`config.mk`:
```
export PLATFORM = sky130hd
export DESIGN_NAME = ro_scan_counter
export DESIGN_NICKNAME = d
export VERILOG_FILES = /design/src/rtl/ro_scan_counter.sv
export SDC_FILE = /design/constraint.sdc
export NUM_CORES = 1
export LEC_CHECK = 0
export CAP_MARGIN = 15
export CORE_ASPECT_RATIO = 1.75
export CORE_MARGIN = 4
export CORE_UTILIZATION = 27
export DETAILED_ROUTE_END_ITERATION = 12
export GPL_ROUTABILITY_DRIVEN = 1
export HOLD_SLACK_MARGIN = 0.02
export SETUP_SLACK_MARGIN = 0.4
export SYNTH_ARGS = -nofsm -noshare
export SYNTH_HDL_FRONTEND = slang
export SYNTH_SLANG_ARGS = --single-unit
```
`constraint.sdc`:
```
create_clock -name clk -period 2.2 [get_ports clk]
set_input_delay 0.33 -clock clk [delete_from_list [all_inputs] [get_ports clk]]
set_output_delay 0.33 -clock clk [all_outputs]
set_load 0.05 [all_outputs]
```
`src/rtl/ro_scan_counter.sv`:
```
// Ring-oscillator scan counter.
// Steps the RO mux select through all N oscillators. Each oscillator gets a settle
// window, then a gate window of GATE_CYCLES clk cycles in which rising edges of the
// synchronised mux output are counted. Each count is reported with its RO index.
module ro_scan_counter #(
    parameter int N             = 8,
    parameter int GATE_CYCLES   = 1024,
    parameter int SETTLE_CYCLES = 4,
    parameter int CNT_W         = 16,
    localparam int SEL_W        = $clog2(N)
) (
    input  logic             clk,
    input  logic             rst,
    input  logic             start,
    input  logic             ro_selected,
    output logic [SEL_W-1:0] sel,
    output logic [CNT_W-1:0] cnt_out,
    output logic [SEL_W-1:0] cnt_idx,
    output logic             cnt_valid,
    output logic             busy,
    output logic             done
);

    // One timer serves both the settle and the gate window, so size it for the longer one.
    localparam int TIMER_MAX = (GATE_CYCLES > SETTLE_CYCLES) ? GATE_CYCLES : SETTLE_CYCLES;
    localparam int TIMER_W   = $clog2(TIMER_MAX + 1);

    localparam logic [TIMER_W-1:0] SETTLE_LAST = TIMER_W'(SETTLE_CYCLES - 1);
    localparam logic [TIMER_W-1:0] GATE_LAST   = TIMER_W'(GATE_CYCLES - 1);
    localparam logic [SEL_W-1:0]   SEL_LAST    = SEL_W'(N - 1);
    localparam logic [CNT_W-1:0]   CNT_MAX     = '1;

    typedef enum logic [2:0] {
        IDLE,
        SETTLE,
        GATE,
        REPORT,
        DONE
    } state_t;

    state_t             state, state_next;
    logic [SEL_W-1:0]   sel_next;
    logic [TIMER_W-1:0] timer, timer_next;
    logic [CNT_W-1:0]   counter, counter_next;

    logic s1, s2, s3;
    logic rise;

    // Synchronise the asynchronous RO output and keep one delayed copy for edge detection.
    // NOTE: sequential state uses non-blocking assignments so every register samples the
    // values from before the clock edge; blocking here would collapse s1/s2/s3 into one flop.
    always_ff @(posedge clk) begin
        if (rst) begin
            s1 <= 1'b0;
            s2 <= 1'b0;
            s3 <= 1'b0;
        end else begin
            s1 <= ro_selected;
            s2 <= s1;
            s3 <= s2;
        end
    end

    // A rising edge of the RO, as seen after the synchroniser, lasts exactly one clk cycle.
    assign rise = s2 & ~s3;

    // Next-state logic: scan sequencing, window timing and saturating edge counting.
    // NOTE: every signal gets a default before the case statement, so no path leaves one
    // unassigned and no latch is inferred.
    always_comb begin
        state_next   = state;
        sel_next     = sel;
        timer_next   = timer;
        counter_next = counter;
        case (state)
            IDLE: begin
                if (start) begin
                    state_next   = SETTLE;
                    sel_next     = '0;
                    timer_next   = '0;
                    counter_next = '0;
                end
            end
            SETTLE: begin
                // Glitches from the mux switching land here and are discarded.
                counter_next = '0;
                if (timer == SETTLE_LAST) begin
                    state_next = GATE;
                    timer_next = '0;
                end else begin
                    timer_next = timer + 1'b1;
                end
            end
            GATE: begin
                if (rise && (counter != CNT_MAX)) begin
                    counter_next = counter + 1'b1;
                end
                if (timer == GATE_LAST) begin
                    state_next = REPORT;
                    timer_next = '0;
                end else begin
                    timer_next = timer + 1'b1;
                end
            end
            REPORT: begin
                if (sel == SEL_LAST) begin
                    state_next = DONE;
                end else begin
                    state_next   = SETTLE;
                    sel_next     = sel + 1'b1;
                    counter_next = '0;
                end
            end
            DONE: begin
                state_next = IDLE;
            end
            default: begin
                state_next = IDLE;
            end
        endcase
    end

    // State register plus registered outputs, derived from the next state so that each
    // strobe coincides with the state it belongs to.
    always_ff @(posedge clk) begin
        if (rst) begin
            state     <= IDLE;
            sel       <= '0;
            timer     <= '0;
            counter   <= '0;
            cnt_out   <= '0;
            cnt_idx   <= '0;
            cnt_valid <= 1'b0;
            busy      <= 1'b0;
            done      <= 1'b0;
        end else begin
            state     <= state_next;
            sel       <= sel_next;
            timer     <= timer_next;
            counter   <= counter_next;
            cnt_valid <= (state_next == REPORT);
            done      <= (state_next == DONE);
            busy      <= (state_next == SETTLE) || (state_next == GATE) ||
                         (state_next == REPORT);
            // The count includes an edge arriving on the last gate cycle.
            if (state_next == REPORT) begin
                cnt_out <= counter_next;
                cnt_idx <= sel;
            end
        end
    end

endmodule

```
==> After elaboration in Yosys (flattened, before gate mapping) <==
Index checks and enable logic that the tools add are counted.
{ "word_totals": {"memories": 0, "ramBits": 0, "reg_bits": 58, "elab_cells": 54, "latchBits": 0, "romBits": 0} }
{ "op_classes": {"shift": 0, "bitwise_logic": 2, "add_sub_neg": 3, "eq_ne": 13, "multipliers": 0, "n_reduce_logical": 8, "order_cmp": 0, "mux": 16, "div_mod_pow": 0} }
{ "op_table": {"columns": ["cell", "count"], "rows": [
  ["16-bit one-hot mux with 4 select lines", 1],
  ["16-bit two-way mux", 3],
  ["11-bit two-way mux", 3],
  ["11-bit one-hot mux with 3 select lines", 1],
  ["3-bit two-way mux", 6],
  ["16-bit by 1-bit adder with 16-bit output, second input constant", 1],
  ["16-bit != test, second input constant", 1],
  ["3-bit by 2-bit equality test with 1-bit output, second input constant", 4],
  ["3-bit one-hot mux with 4 select lines", 1],
  ["11-bit by 1-bit adder with 11-bit output, second input constant", 1],
  ["11-bit by 10-bit equality test with 1-bit output, second input constant", 1],
  ["11-bit by 2-bit equality test with 1-bit output, second input constant", 1],
  ["3-bit by 1-bit equality test with 1-bit output, second input constant", 2],
  ["3-bit equality test, second input constant", 2],
  ["3-bit one-hot mux with 2 select lines", 1],
  ["2-bit != test, second input constant", 2],
  ["3-bit by 1-bit adder with 3-bit output, second input constant", 1],
  ["3-bit zero test", 1],
  ["3-bit AND reduction", 1],
  ["3-bit nonzero test", 1],
  ["1-bit logical OR", 2],
  ["2-bit AND reduction", 1],
  ["2-bit nonzero test", 1],
  ["1-bit AND", 1],
  ["2 further kinds", 2]
]} }

==> Longest topological paths before layout <==
{ "depth": {"depth_word": 6, "depth_mapped": 8, "depth_no_buf": 7} }

==> Worst setup path before layout <==
No wires, ideal clock.
{ "synth_timing": {"path_type": "register to register", "start": "register sel[0]", "end": "register cnt_out[15]", "required_time_ns": 2.113, "setup_slack_ns": 0.122, "stages_incl_launch_ff": 9, "t_arrival_ns": 1.991, "cell_sequence": "dfxtp_1 ha_1 ha_1 nand3_1 and3_2 clkbuf_2 a211oi_1 o41ai_1 o31ai_1"} }
{ "synth_via": {"elab_chain_cells": 4, "elab_cells_between_ends": 6} }
{ "synth_lines": {"columns": ["item", "line_no", "source"], "rows": [
  ["from (decl)", "16", "output logic [SEL_W-1:0] sel,"],
  ["from (signal assigned)", "138", "sel <= sel_next;"],
  ["3-bit equality test (*)", "106", "if (sel == SEL_LAST) begin"],
  ["3-bit two-way mux", "106", null],
  ["3-bit one-hot mux with 4 select lines", "75", "case (state)"],
  ["3-bit by 2-bit equality test with 1-bit output", "146", "if (state_next == REPORT) begin"],
  ["to (signal assigned)", "147", "cnt_out <= counter_next;"],
  ["to (decl)", "17", "output logic [CNT_W-1:0] cnt_out,"]
]} }
Mark *: on every way between the ends. The rest lies on a longest branch, timed or not.
A chain may end at the register's enable or synchronous reset.

==> Worst setup path in the final report <==
{ "layout_timing": {"start": "register counter[1]", "end": "register cnt_out[7]"} }
{ "layout_via": {"elab_chain_cells": 4, "elab_cells_between_ends": 5} }
{ "layout_lines": {"columns": ["item", "line_no", "source"], "rows": [
  ["from (decl)", "44", "logic [CNT_W-1:0] counter, counter_next;"],
  ["from (signal assigned)", "140", "counter <= counter_next;"],
  ["parallel branches: the longest is 2 deep, another holds 16-bit by 1-bit adder with 16-bit output", null, null],
  ["16-bit two-way mux (*)", "95", "if (rise && (counter != CNT_MAX)) begin"],
  ["16-bit one-hot mux with 4 select lines (*)", "75", null]
]} }
Every way passes the cells marked *.

==> qor.yml <==
outcome:
  status: "finished, final reports clean"
floorplanning:
  core-area_um2: 10300
  die_area_um2: 12400
  rows: 49
  die_x_um: 85.8
  die_height_um: 144
  start_util_pct: 27.7
  io_pins: 29
final_layout:
  postLayoutCoreUtil_pct: 40.9
  layout_commonest_cell: "buf_4"
  drive_gt1_share_pct: 35.6
  final_cell_mix: "42 x buf_4, 41 x dfxtp_1, 37 x nor2_1"
  diodes: 0
  finalNetCount: 407
  syn_to_final_growth_pct: 47.6
  nFillCells: 1019
placed_design:
  gp_congestion: 0.857
  io_buffers: 28
  dpl.hpwl_um: 5840
logic_synthesis:
  ys_ff_latch: 58
  ys_seq_area_share_pct: 40.6
  synthesis.area_um2: 2860
  synthArstFlopShare_pct: 0
  synth_area_per_cell_um2: 8.55
  syn-instance-count: 334
  synth_fp_nets: 342
  ys.flop_type: "dfxtp_1"
  synth_edf_count: 0
  yosysUniqueCellTypes: 63
  yosysWarnings: 0
pwr:
  pwr-share-seq_pct: 38.3
  cellPowerDensity_nw_per_um2: 655
  p_sw_share_pct: 20.7
  p_leak_nw: 1.62
  peakVddDrop_mv: 0.363
  p_int_mw: 2.19
  pwr-share-comb_pct: 4.3
  clockPowerShare_pct: 57.4
  switching_power_mw: 0.571
grt:
  grt_max_degree: 42
  grt_overflow: 0
  grt_pass1_vias: 2733
  track_usage_pct: 14.2
  antenna_found_initial: 0
  grt_pass1_wl_um: 13500
timing:
  hold_viol: 0
  max_slew_margin_pct: 49.5
  tightest_slew_ns: 0.757
  max_freq_ghz: 0.523
  min_period_ns: 1.91
  setup_viol: 0
  rsz0062_at_grt: "true"
  skew_ns: 0.00600
  fin_crit_sh_pct: 87.0
  tns_ns: 0
  slew_viol_final: 0
setup_path:
  max_stage_delay_ns: 0.59
  cp.arrival_ns: 2.16
  critical_path_required_ns: 2.44
  crit_path_max_fanout: 5
  crit_type: "reg -> reg"
  cp-end-kind: "flop"
  cp_slowest_cell: "or4_4"
  critical_path.cell_chain: "ha_4 > nand3_2 > or4_4 > buf_6 > and3_4 > and4_1 > nor4_1"
  cp-start-kind: "flop"
clock_network:
  clock_latency_ns: 0.34
  clkTransAtPathRegs_ns: 0.05
  cts_tree: "done"
  cts_buffer_depth: 2
  cts.sinks: 58
  cts-root-buf: "clkbuf_16"
  cts_made_buffers: 9
  holdBufCountCts: 0
  h-tree-depth: 3
route:
  firstDrtPassIters: 4
  wl_per_cell_um: 16.1
  vias: 2837
  drt_iter0_drc: 140
  postRouteAntennaNets: 0
  drc_errors: 0
  wl_um: 8530
  vias_per_cell: 5.34
worst_hold_path:
  holdCritPathClass: "reg -> reg"
flow_run:
  maxCapViolCount: 0
## flip-flops by register name, summed over array words and instances (netlist names)
signal / cells
busy: 1
cnt_idx: 3
cnt_out: 16
cnt_valid: 1
counter: 16
done: 1
s1: 1
s2: 1
s3: 1
sel: 3
state: 3
timer: 11
## critical path, delay by kind of cell, from the launching register on
family / cells / cell delay, ns
AND/OR/NAND/NOR: 5 / 1.16
adder cells (fa/ha/maj): 1 / 0.15
buffers and inverters: 1 / 0.15
flip-flops: 1 / 0.37
## kinds of logic after synthesis
group	after synthesis	share of synthesized area, %
muxes	2	0.701
adders and majority gates	4	1.75
and+or+nand+nor	167	32.2
buffers and inverters	26	5.17
xor gates and xnor gates	11	3.37
DFF	58	40.6
AOI/OAI and AO/OA	66	16.2
## power groups by stage
stage	Combinational [mW]	Sequential (mW)	Clock [mW]
6_report	0.117	1.06	1.59
3_3_place_gp	0.101	1.09	0
5_1_grt	0.127	1.06	1.69
3_5_place_dp	0.102	1.09	0
4_1_cts	0.109	1.06	1.62
2_1_floorplan	0.0676	1.09	0
## final timing paths
check                        startpoint                       to  slack (ns)  cells past startpoint
hold / removal            s1$_SDFF_PP0_            s2$_SDFF_PP0_        0.44                      1
setup reg to reg  counter[1]$_SDFF_PP0_  cnt_out[7]$_SDFFE_PP0P_        0.29                      7
setup / recovery  counter[1]$_SDFF_PP0_  cnt_out[7]$_SDFFE_PP0P_        0.29                      7
hold reg to reg           s1$_SDFF_PP0_            s2$_SDFF_PP0_        0.44                      1
## synthesized netlist by cell type, drive strengths merged, types with 5 or more instances
master / n / share of area, %
and4: 8 / 2.5
buf: 7 / 1.8
o21ai: 7 / 1.2
clkbuf: 15 / 2.6
xor2: 9 / 2.8
nand4: 9 / 2.2
a31oi: 8 / 1.8
nand3b: 6 / 1.6
a21oi: 17 / 3.0
nand3: 19 / 3.3
nor2b: 5 / 1.1
nor2: 41 / 5.4
dfxtp: 58 / 41
a211oi: 10 / 2.8
nor4: 7 / 1.5
and3: 10 / 2.5
nand2: 23 / 3.0
nor3: 17 / 3.0
## layer usage
metal | GRT usage [%] | vias up | part of all wire (%)
met5 | 0 | - | 0
met4 | 10.6 | 0 | 5.4
met3 | 3.08 | 32 | 4.0
met2 | 25.7 | 77 | 55
met1 | 14.0 | 1362 | 36
li1 | - | 1366 | -
## final cells by class
cell class              count  area (µm²)  share of cell area [%]
flip-flops and latches     58        1200                    28.5
multi-input cells         251        1860                    44.2
repair buffers             76         648                    15.4
inverters                   3        11.3                   0.267
well taps                 127         159                    3.77
clock buffers               9         225                    5.34
clock inverters             7         108                    2.55
## through the flow
step	cell area (µm²)	power, mW	setup slack [ns]	hold WS (ns)	cells
after floorplan	2920	1.15	0.367	0.414	334
after global placement	3440	1.19	0.130	0.427	496
after detailed placement	3440	1.19	0.114	0.430	496
after CTS	3880	2.79	0.315	0.440	520
after global routing	4220	2.87	0.244	0.464	531
final	4220	2.76	0.287	0.436	531
## what timing repair did
action	in CTS	in global routing
endpoints found under the setup margin	66	37
gates cloned	1	0
pin swaps	6	26
gates resized for setup	47	63
setup buffers	7	11
No activity file was read; power rests on OpenSTA's default activity.
